`config.mk`:
```
export PLATFORM = sky130hd
export DESIGN_NAME = post_mux_vote_counter
export DESIGN_NICKNAME = d
export VERILOG_FILES = /design/src/rtl/post_mux_vote_counter.sv
export SDC_FILE = /design/constraint.sdc
export NUM_CORES = 1
export LEC_CHECK = 0
export BUFFER_PORTS_ARGS = -buffer_cell sky130_fd_sc_hd__buf_2
export CAP_MARGIN = 5
export CORE_UTILIZATION = 55
export CTS_BUF_LIST = sky130_fd_sc_hd__clkbuf_4 sky130_fd_sc_hd__clkbuf_8
export DETAILED_ROUTE_END_ITERATION = 10
export PLACE_DENSITY_LB_ADDON = 0.15
export RECOVER_POWER = 25
export SYNTH_ARGS = -nofsm -noshare
export SYNTH_HDL_FRONTEND = slang
export SYNTH_SLANG_ARGS = --single-unit
```
`constraint.sdc`:
```
create_clock -name clk -period 4.1 [get_ports clk]
set_input_delay 0.205 -clock clk [delete_from_list [all_inputs] [get_ports clk]]
set_output_delay 0.205 -clock clk [all_outputs]
set_load 0.05 [all_outputs]
```
`src/rtl/post_mux_vote_counter.sv`:
```
// rtl/post_mux_vote_counter.sv - multi-channel PUF response counter with majority vote (option: PMVC_STABILITY_FLAG_EN)
module post_mux_vote_counter #(
    parameter int NUM_CH = 4,
    parameter int TRIALS = 100,
    parameter int CNT_W  = 7
`ifdef PMVC_STABILITY_FLAG_EN
    ,
    parameter int MARGIN = 10
`endif
) (
    input  logic                    clk,
    input  logic                    reset,
    input  logic                    start,
    input  logic                    enable,
    input  logic                    sample_valid,
    input  logic [NUM_CH-1:0]       response,
    input  logic                    ack,
    output logic                    busy,
    output logic                    finished,
    output logic [CNT_W-1:0]        trial_count,
    output logic [NUM_CH*CNT_W-1:0] out_counter,
    output logic [NUM_CH-1:0]       vote
`ifdef PMVC_STABILITY_FLAG_EN
    ,
    output logic [NUM_CH-1:0]       unstable
`endif
);

    generate
        if ((TRIALS < 1) || ((2 ** CNT_W) <= TRIALS)) begin : g_param_check
            $error("post_mux_vote_counter: need TRIALS >= 1 and 2**CNT_W > TRIALS");
        end
    endgenerate

    localparam logic [1:0] ST_IDLE  = 2'd0;
    localparam logic [1:0] ST_COUNT = 2'd1;
    localparam logic [1:0] ST_DONE  = 2'd2;

    localparam logic [CNT_W-1:0] LAST_TRIAL = CNT_W'(TRIALS - 1);
    localparam logic [CNT_W:0]   TRIALS_W   = (CNT_W + 1)'(TRIALS);

    logic [1:0]       state;
    logic [CNT_W-1:0] cnt      [NUM_CH];
    logic [CNT_W-1:0] cnt_next [NUM_CH];
    logic [NUM_CH-1:0] vote_next;
    logic             launch;
    logic             accept;
    logic             last_sample;

    assign launch      = start && ((state == ST_IDLE) || (state == ST_DONE));
    assign accept      = (state == ST_COUNT) && enable && sample_valid;
    assign last_sample = accept && (trial_count == LAST_TRIAL);

    // Vote compares 2*count against TRIALS in CNT_W+1 bits; a tie yields 0.
    always_comb begin
        for (int i = 0; i < NUM_CH; i++) begin
            cnt_next[i]  = cnt[i] + CNT_W'(response[i]);
            vote_next[i] = {cnt_next[i], 1'b0} > TRIALS_W;
        end
    end

`ifdef PMVC_STABILITY_FLAG_EN
    localparam logic [31:0] TRIALS32 = 32'(TRIALS);
    localparam logic [31:0] MARGIN2  = 32'(2 * MARGIN);

    logic [NUM_CH-1:0] unstable_next;

    always_comb begin
        for (int i = 0; i < NUM_CH; i++) begin
            if ((32'(cnt_next[i]) << 1) >= TRIALS32) begin
                unstable_next[i] = ((32'(cnt_next[i]) << 1) - TRIALS32) <= MARGIN2;
            end else begin
                unstable_next[i] = (TRIALS32 - (32'(cnt_next[i]) << 1)) <= MARGIN2;
            end
        end
    end
`endif

    generate
        for (genvar g = 0; g < NUM_CH; g++) begin : g_pack
            assign out_counter[g*CNT_W +: CNT_W] = cnt[g];
        end
    endgenerate

    always_ff @(posedge clk) begin
        if (!reset) begin
            state       <= ST_IDLE;
            busy        <= 1'b0;
            finished    <= 1'b0;
            trial_count <= '0;
            vote        <= '0;
            for (int i = 0; i < NUM_CH; i++) begin
                cnt[i] <= '0;
            end
`ifdef PMVC_STABILITY_FLAG_EN
            unstable    <= '0;
`endif
        end else if (launch) begin
            // start wins over a simultaneous ack in DONE; vote is kept until the next result
            state       <= ST_COUNT;
            busy        <= 1'b1;
            finished    <= 1'b0;
            trial_count <= '0;
            for (int i = 0; i < NUM_CH; i++) begin
                cnt[i] <= '0;
            end
        end else if (accept) begin
            trial_count <= trial_count + CNT_W'(1);
            for (int i = 0; i < NUM_CH; i++) begin
                cnt[i] <= cnt_next[i];
            end
            if (last_sample) begin
                state    <= ST_DONE;
                busy     <= 1'b0;
                finished <= 1'b1;
                vote     <= vote_next;
`ifdef PMVC_STABILITY_FLAG_EN
                unstable <= unstable_next;
`endif
            end
        end else if ((state == ST_DONE) && ack) begin
            state    <= ST_IDLE;
            finished <= 1'b0;
        end else if ((state != ST_IDLE) && (state != ST_COUNT) && (state != ST_DONE)) begin
            state    <= ST_IDLE;
            busy     <= 1'b0;
            finished <= 1'b0;
        end
    end

endmodule

```
# After elaboration in Yosys (flattened, before gate mapping)
# Memories as Yosys holds them, arrays and structs flattened.
# Cells that the tools add are included.
# totals
memories	1
in_bits	10
ram_bits	28
reg_bits	15
word_cells	81
output_inout_bits	41
# op_classes
n_reduce_logical	18
bitwise_logic	10
addsub	5
muxes	29
n_lt_le_gt_ge	4
n_eq_ne	8
# memory_table
memory	words	word_bits	rd	rd_clocked_by_memory_dff	write_ports	line_no	text
cnt	4	7	4	0	4	43	logic [CNT_W-1:0] cnt [NUM_CH];
# op_table
operator	count
two-way mux 7 bit	8
> comparator 8 x 7 -> 1 bit, second input constant	4
adder 7 x 1 -> 7 bit	4
two-way mux 1 bit	17
two-way mux 2 bit	4
OR 1 bit	8
adder 7 x 1 -> 7 bit, second input constant	1
== test 7 bit, second input constant	1
logical AND 1 bit	7
AND reduction 3 bit	2
nonzero test 3 bit	2
!= test 2 x 1 -> 1 bit, second input constant	2
AND reduction 2 bit	2
nonzero test 4 bit	1
!= test 3 x 2 -> 1 bit, second input constant	1
!= test 3 bit, second input constant	1
== test 2 x 1 -> 1 bit, second input constant	1
== test 2 bit, second input constant	1
zero test 2 bit	1
!= test 2 bit, second input constant	1
inverter 1 bit	2
nonzero test 2 bit	1
OR reduction 2 bit	1
logical OR 1 bit	1

# Longest topological paths before layout
# Gate-level depths: netlist (run 1).
# logic_depth
ltp_word	8
ltp_mapped	7

# Worst setup path before layout (run 1)
# No wires, ideal clock.
# synth_timing
path_type	reg2reg
start	mem cnt[2][0]
end	reg vote[2]
required_time_ps	4026
slack_ps	2092
period_less_slack_ps	2008
setup_time_ps	74
t_arrival_ps	1934
path_stages_with_launch	7
cell_sequence	dfxtp_1 -> ha_1 -> ha_1 -> nand3_1 -> o311a_1 -> a221o_1 -> a31oi_1
# synth_rtl
element	line_no	text
start: declaration	43	
end signal: assignment	116	vote <= vote_next;
end: declaration	22	output logic [NUM_CH-1:0] vote

==> reports/metrics.cfg, run 1 <==
[status]
status=completed

[floorplanning]
die_x_um=66.1
die-area_mm2=0.00437
io_pins=51
die_h_um=66.1
coreArea_mm2=0.00380
num_rows=22
initial_utilization=0.595

[critical_path]
crit_type=register to register
worst-path-buf-inv=0
worst_setup_path_end_kind=register
reg2reg_from=finished
reg2regPathDepth=3
max_stage_delay_ns=0.85
cp_cell_sequence=and4b_1 > nand2_1 > a21oi_1
cp_top_family=simple AND/OR/NAND/NOR gates
r2r_end=cnt[1][5]
cp_slowest_cell=and4b_1
start_kind=register
path_max_fanout=22
r2r_setup_slack_ns=1.90
worstPathRequired_ns=4.23
cp.arrival_ns=2.33

[yosys]
yosysMostFrequentCell=nor2_1
synth_commonest_cells=nor2_1 (34), nand2_1 (28), dfxtp_1 (21), edfxtp_1 (21), xor2_1 (14)
synth-xor-area-share=0.0930
seq_area_frac_synth=0.465
synth_edf_count=21
avgSynthCellArea_um2=9.53
synth_compound_area_frac=0.110
yosys_warnings=0
async_reset_ff_frac=0
synth_nets=256
synth.area.mux_share=0.0133
netlist_area_mm2=0.00226
synth_top_family_by_area=simple AND/OR/NAND/NOR gates
synth_ff_type=edfxtp_1
synthTopCellsByArea=edfxtp_1 (28%), dfxtp_1 (19%), nor2_1 (5.6%), xor2_1 (5.4%), ha_1 (5.0%)
synth_top_area_frac=0.279
ys_ff_latch=42
synth_adder_area_share=0.0498
synth.distinct_cells=47
synth_cells=237
yosys.area_share.simple=0.241
yosysTopAreaCell=edfxtp_1

[drt]
route.detailed.drc=0
firstDrtPassIters=4
drt_iter0_markers=200
vias=1848
viasPerCell=5.57
routed_wl_mm=4.47
antenna_left=0
wl_per_cell_um=13.5

[clocking]
cts_setup_buffers=0
path_clk_slew_ns=0.08
clk_latency_ns=0.29
ctsRootBufferMaster=clkbuf_8
postCtsHoldBufs=0
tritoncts=built
numCtsBuffers=5
htreeDepth=2
clock_path_buffers=2
clkSinkCount=42
cts_resized=0

[pwr]
total_leakage_power_uw=0.000973
p_per_area_mw_per_mm2=338
switchingPower_uw=258
swShare=0.298
ir_worst_vdd_uv=249
clkPwrFrac=0.299
power_uw=865
power.share.sequential=0.555
internal-power_uw=607
combinationalPowerShare=0.146

[timing]
rsz0062_at_grt=false
period_share=0.536
worstMarginPinSlew_ns=0.880
skew_ns=0.00605
finalMaxSlewViolations=0
finalWorstSetupSlack_ns=1.90
period_minus_slack_ns=2.20
setup_violations=0
fin_setup_tns_ns=0
hold_viol_final=0
relSlewSlack=0.413
max_freq_ghz=0.455

[final_layout]
final_cells=332
regArea_mm2=0.00105
layout.nets=302
multi_input_area_mm2=0.00114
area_growth_pct=13.4
n_fill_cell=341
layout-drive-gt1-share=0.130
diodes=0

[hold_path]
worstHoldStart=start
min_to=state[0]
min_path_type=input pin to register
hold_depth=3

[global_route]
grt_usage=0.221
grt_max_degree=23
overflow=0
grt_pass1_wl_mm=7.26
grt_pass1_vias=1597
antenna_found_initial=0

[placed_design]
gp_congestion=0.863
place_inst=324
dpl.hpwl_mm=3.15
io_buffers=50
dp_slack_ns=2.34

[job]
maxCapViolCount=0

[how the worst max path moves through the flow]
stage,endpoint,from,cells past startpoint
after floorplan,vote[2],cnt[2][0],6
after global routing,cnt[0][5],state[0],3
final,cnt[1][5],finished,3
after CTS,cnt[3][6],state[0],3
after detailed placement,cnt[0][4],state[0],3
after global placement,busy,finished,4
[power groups by stage]
stage | logic, uW | clock network [uW] | registers [uW]
after floorplan | 54.0 | 0 | 534
after global placement | 127 | 0 | 489
after detailed placement | 129 | 0 | 489
after CTS | 129 | 264 | 479
after global routing | 135 | 281 | 483
final | 126 | 259 | 480
[placed cells by master, fill, tap and decap left out, types with 7 or more instances in the layout]
cell type / count
a31oi_1: 7
nor2_1: 34
ha_1: 9
buf_2: 26
nand3_1: 13
and3_1: 8
o21ai_0: 10
xor2_1: 14
clkbuf_1: 24
xnor2_1: 10
nand2_1: 28
a21oi_1: 8
edfxtp_1: 21
dfxtp_1: 21
[through the flow]
stage	utilization	hold slack [ns]	instance area, um2
5_1_grt	0.675	0.235	2560
6_report	0.675	0.237	2560
3_3_place_gp	0.661	0.506	2510
3_5_place_dp	0.661	0.515	2510
4_1_cts	0.683	0.232	2600
2_1_floorplan	-	0.343	2260
[cell type report]
cell class,instances,share of cell area
clock inverter,3,0.00635
timing repair buffer,50,0.0859
tap,48,0.0234
multi-input combinational,183,0.446
inverter,1,0.00146
clock buffer,5,0.0269
sequential,42,0.410
[tightest hold or removal path, delay by kind of cell]
| family | cells | cell delay (ns) |
|---|---|---|
| buffers and inverters | 1 | 0.11 |
| AND/OR/NAND/NOR | 1 | 0.10 |
| AO/OA/AOI/OAI | 1 | 0.07 |
[flip-flops by register name, indices dropped and copies added, names as in the netlist]
signal	count
vote	4
busy	1
finished	1
trial_count	7
state	1
cnt	28
[metal layers]
layer | vias to the layer above | GRT usage | share of wire
met1 | 848 | 0.304 | 0.48
met3 | 6 | 0.0483 | 0.052
met4 | 0 | 0.101 | 0.016
met5 | - | 0 | 0
met2 | 53 | 0.330 | 0.45
li1 | 941 | - | -
[cells by family (layout without fill, tap and decap cells)]
family / Yosys count / in the layout
AND/OR/NAND/NOR: 108 / 108
XOR/XNOR: 24 / 24
adder cells (fa/ha/maj): 9 / 9
multiplexers: 3 / 3
AO/OA/AOI/OAI: 39 / 39
buffers and inverters: 12 / 59
flip-flops: 42 / 42
Note: power is estimated with default switching activity, not from simulation.
==> inputs of run 2 (changes only) <==
- clock period: 4.1 -> 2.15 ns (I/O delays scaled with it)
==> run 2 against run 1 <==
Against the previous run: critical path depth grew 3; sequential cell count did not move; combinational power is 93% higher; final cell count up 0.30%; via count rose by 2.3%; register-to-register slack got worse by 1.5 ns; non-clock buffer count rose by 1; count of clock-buffer cells in the layout unchanged; die area unchanged; critical path type unchanged; largest cell class unchanged.
==> reports/metrics.cfg, run 2 (same netlist as run 1, synthesis figures left out) <==
[status]
status=completed

[final_layout]
largest_reg_flops=28
n_fill_cell=333
top_register=cnt
area_growth_pct=13.6
layout.nets=303
mostFrequentLayoutCells=nor2_1 (34), nand2_1 (28), clkbuf_1 (26)
diodes=0
final_common_cell=nor2_1
largest_registers=cnt x28, trial_count x7, vote x4
layout-drive-gt1-share=0.123

[pwr]
p_per_area_mw_per_mm2=634
total_leakage_power_uw=0.000966
ir_worst_vdd_uv=410

[timing]
finalMaxSlewViolations=0
period_share=0.811
worstMarginPinSlew_ns=0.638
relSlewSlack=0.576
max_freq_ghz=0.574
period_minus_slack_ns=1.74
setup_violations=0
skew_ns=0.00221
rsz0062_at_grt=false
fin_setup_tns_ns=0
hold_viol_final=0
finalWorstSetupSlack_ns=0.407

[global_route]
grt_usage=0.225
grt_pass1_vias=1685
overflow=0
antenna_found_initial=0
grt_pass1_wl_mm=7.49
grt_max_degree=23

[drt]
route.detailed.drc=0
vias=1891
drt_iter0_markers=174
viasPerCell=5.68
routed_wl_mm=4.40
antenna_left=0
firstDrtPassIters=4
wl_per_cell_um=13.2

[critical_path]
start_kind=register
path_max_fanout=3
r2r_setup_slack_ns=0.41
worst_setup_path_end_kind=register
crit_type=register to register
worstPathRequired_ns=2.37
cp.arrival_ns=1.96
reg2regPathDepth=6
reg2reg_from=cnt[2][0]
setup.worst_path.end=vote[2]
r2r_end=vote[2]
startpoint=cnt[2][0]

[placed_design]
io_buffers=50
dp_slack_ns=0.430
gp_congestion=0.834
dpl.hpwl_mm=3.19

[clocking]
path_clk_slew_ns=0.07
postCtsHoldBufs=0
htreeDepth=2
tritoncts=built
ctsRootBufferMaster=clkbuf_8
cts_resized=0
cts_setup_buffers=0
clock_path_buffers=2
numCtsBuffers=5
clkSinkCount=42
clk_latency_ns=0.29

[floorplanning]
die_x_um=66.1
die_h_um=66.1
die-area_mm2=0.00437
initial_utilization=0.595
num_rows=22
io_pins=51
coreArea_mm2=0.00380

[job]
maxCapViolCount=0

[hold_path]
worstHoldStart=start
min_path_type=input pin to register

## run 2: cell count changes in the layout (fill, tap and decap cells not counted)
cell / change
clkbuf_1: +2
and4b_1: -1
clkinvlp_4: -1
buf_4: +1
and4b_4: +1
clkinv_2: -1
clkinv_1: +2
buf_2: -2
## run 2: critical path: stages (launching register included)
cell and delay [ns]:
dfxtp_1 0.33, ha_1 0.21, ha_1 0.32, a21oi_1 0.08, o311a_1 0.34, a221o_1 0.26
a31oi_1 0.14
## run 2: worst min path at each step
stage	end	slack [ns]	cells past startpoint
after floorplan	vote[0]	0.25	2
after global placement	state[0]	0.44	3
after detailed placement	state[0]	0.44	3
after CTS	state[0]	0.14	3
after global routing	state[0]	0.17	3
final	state[0]	0.15	3
## run 2: stage by stage
| stage | instance area (um2) | hold WS (ns) | cells | util | total power [uW] |
|---|---|---|---|---|---|
| floorplan | 2260 | 0.246 | 237 | - | 1120 |
| finish | 2570 | 0.148 | 333 | 0.676 | 1630 |
| global route | 2570 | 0.167 | 333 | 0.676 | 1690 |
| CTS | 2600 | 0.139 | 333 | 0.684 | 1640 |
| global placement | 2520 | 0.442 | 325 | 0.663 | 1180 |
| detailed placement | 2520 | 0.443 | 325 | 0.663 | 1180 |
## run 2: layout make-up
cell class	count	area [um2]	share of cell area
multi-input combinational	183	1150	0.447
sequential	42	1050	0.410
timing repair buffer	51	225	0.0878
clock buffer	5	68.8	0.0268
tap	48	60.1	0.0234
clock inverter	3	11.3	0.00439
inverter	1	3.75	0.00146
## run 2: report_power, final
group	internal (uW)	leakage, uW	total, uW	switching (uW)
Clock	217	0.0000407	469	252
Sequential	873	0.000400	915	41.7
Combinational	64.6	0.000526	243	178
Total	1150	0.000966	1630	472
## run 2: layer usage
| metal | up-vias | GRT usage | share of wire |
|---|---|---|---|
| met5 | - | 0 | 0 |
| met4 | 0 | 0.0957 | 0.014 |
| met3 | 6 | 0.0431 | 0.057 |
| met2 | 61 | 0.347 | 0.48 |
| met1 | 876 | 0.308 | 0.45 |
| li1 | 948 | - | - |
==> inputs of run 3 (changes only) <==
- clock period: 2.15 -> 1.7 ns (I/O delays scaled with it)
==> run 3 against run 2 <==
Against the previous run: first-iteration DRC count rose by 1.1%; critical path type unchanged; combinational power rose by 44%; sequential power rose by 27%.
==> reports/metrics.cfg, run 3 (same netlist as run 1, synthesis figures left out) <==
[drt]
vias=1960
firstDrtPassIters=4
antenna_left=0
wl_per_cell_um=14.7
drt_iter0_markers=176
routed_wl_mm=5.03
route.detailed.drc=0
viasPerCell=5.71

[floorplanning]
die_x_um=66.1
die_h_um=66.1
coreArea_mm2=0.00380
initial_utilization=0.595
die-area_mm2=0.00437
num_rows=22
io_pins=51

[timing]
setup_violations=0
worstMarginPinSlew_ns=0.609
relSlewSlack=0.596
finalMaxSlewViolations=0
skew_ns=0.00782
fin_setup_tns_ns=0
rsz0062_at_grt=true
hold_viol_final=0
max_freq_ghz=0.606
period_minus_slack_ns=1.65
period_share=0.971

[final_layout]
layout-drive-gt1-share=0.241
mostFrequentLayoutCells=nor2_1 (32), buf_2 (28), nand2_1 (25)
n_fill_cell=293
area_growth_pct=23.5
diodes=0
largest_registers=cnt x28, trial_count x7, vote x4
final_common_cell=nor2_1
layout.nets=313
final_cells=343
largest_reg_flops=28
top_register=cnt

[clocking]
postCtsHoldBufs=0
path_clk_slew_ns=0.08
htreeDepth=2
tritoncts=built
numCtsBuffers=5
clock_path_buffers=2
ctsRootBufferMaster=clkbuf_8
clk_latency_ns=0.29
clkSinkCount=42

[critical_path]
crit_type=register to register
path_max_fanout=3
startpoint=cnt[2][0]
worst_setup_path_end_kind=register
start_kind=register
worstPathRequired_ns=1.91
r2r_setup_slack_ns=0.05
reg2reg_from=cnt[2][0]
cp.arrival_ns=1.86

[pwr]
p_per_area_mw_per_mm2=825
ir_worst_vdd_uv=573
total_leakage_power_uw=0.00104
power_uw=2300

[placed_design]
place_inst=334
gp_congestion=0.903
io_buffers=50
dpl.hpwl_mm=3.69

[global_route]
overflow=0
met1_usage=0.323
use_met3=0.0621
grt_max_degree=16
grt_usage=0.252
grt_pass1_wl_mm=8.27
grt_use_met2=0.420
antenna_found_initial=0
grt_pass1_vias=1823
top_usage_layer=met2

[job]
maxCapViolCount=0

[status]
status=completed

[hold_path]
worstHoldStart=ack
min_path_type=input pin to register

==> run 3: cell types whose count changed in the layout (fill, tap and decap cells not counted), sizes merged <==
cell / before / now
buf: 25 / 39
clkbuf: 31 / 28
clkinv: 3 / 0
bufinv: 0 / 1
clkinvlp: 0 / 1
==> run 3: area by class of cell <==
class                   instances  area [um2]  area share
multi-input cells             183        1250       0.450
flip-flops and latches         42        1050       0.377
repair buffers                 61         305       0.109
clock buffers                   6        76.3      0.0273
well taps                      48        60.1      0.0215
clock inverters                 2        37.5      0.0134
inverters                       1        3.75     0.00134
==> run 3: stage by stage <==
stage / hold WS, ns / worst slack, ns / utilization / instance area (um2)
6_report: 0.105 / 0.0490 / 0.735 / 2790
5_1_grt: 0.131 / -0.0165 / 0.735 / 2790
4_1_cts: 0.0894 / 0.0108 / 0.738 / 2800
3_5_place_dp: 0.399 / -0.0392 / 0.704 / 2680
3_3_place_gp: 0.394 / 0.0379 / 0.704 / 2680
2_1_floorplan: 0.223 / -0.140 / - / 2350
==> run 3: path summary, 6_finish.rpt <==
kind                                        to  cells past startpoint
worst max-delay path                   vote[2]                      6
worst min register to register  trial_count[5]                      2
worst min-delay path                  finished                      4
worst max register to register         vote[2]                      6
==> run 3: repair_timing <==
action                                  in CTS  in global routing
resized for setup                            2                  2
setup buffers                                0                  1
pin swaps                                    0                  3
endpoints found under the setup margin       1                  2
==> run 3: routing by layer <==
metal | vias to the layer above | part of all wire | wire length, um
li1 | 965 | - | -
met1 | 931 | 0.44 | 2230
met2 | 56 | 0.49 | 2440
met3 | 8 | 0.056 | 283
met4 | 0 | 0.015 | 75
met5 | - | 0 | 0
==> run 3: power by group <==
group,switching [uW],internal [uW],total [uW]
Clock,342,454,796
Combinational,243,107,350
Sequential,52.1,1100,1160
Total,637,1670,2300
==> run 3: worst max-delay path, cell delays in order (launching register included) <==
cell,delay (ns)
dfxtp_2,0.34
ha_4,0.17
ha_4,0.27
a21oi_1,0.06
o311a_1,0.32
a221o_1,0.26
a31oi_1,0.16
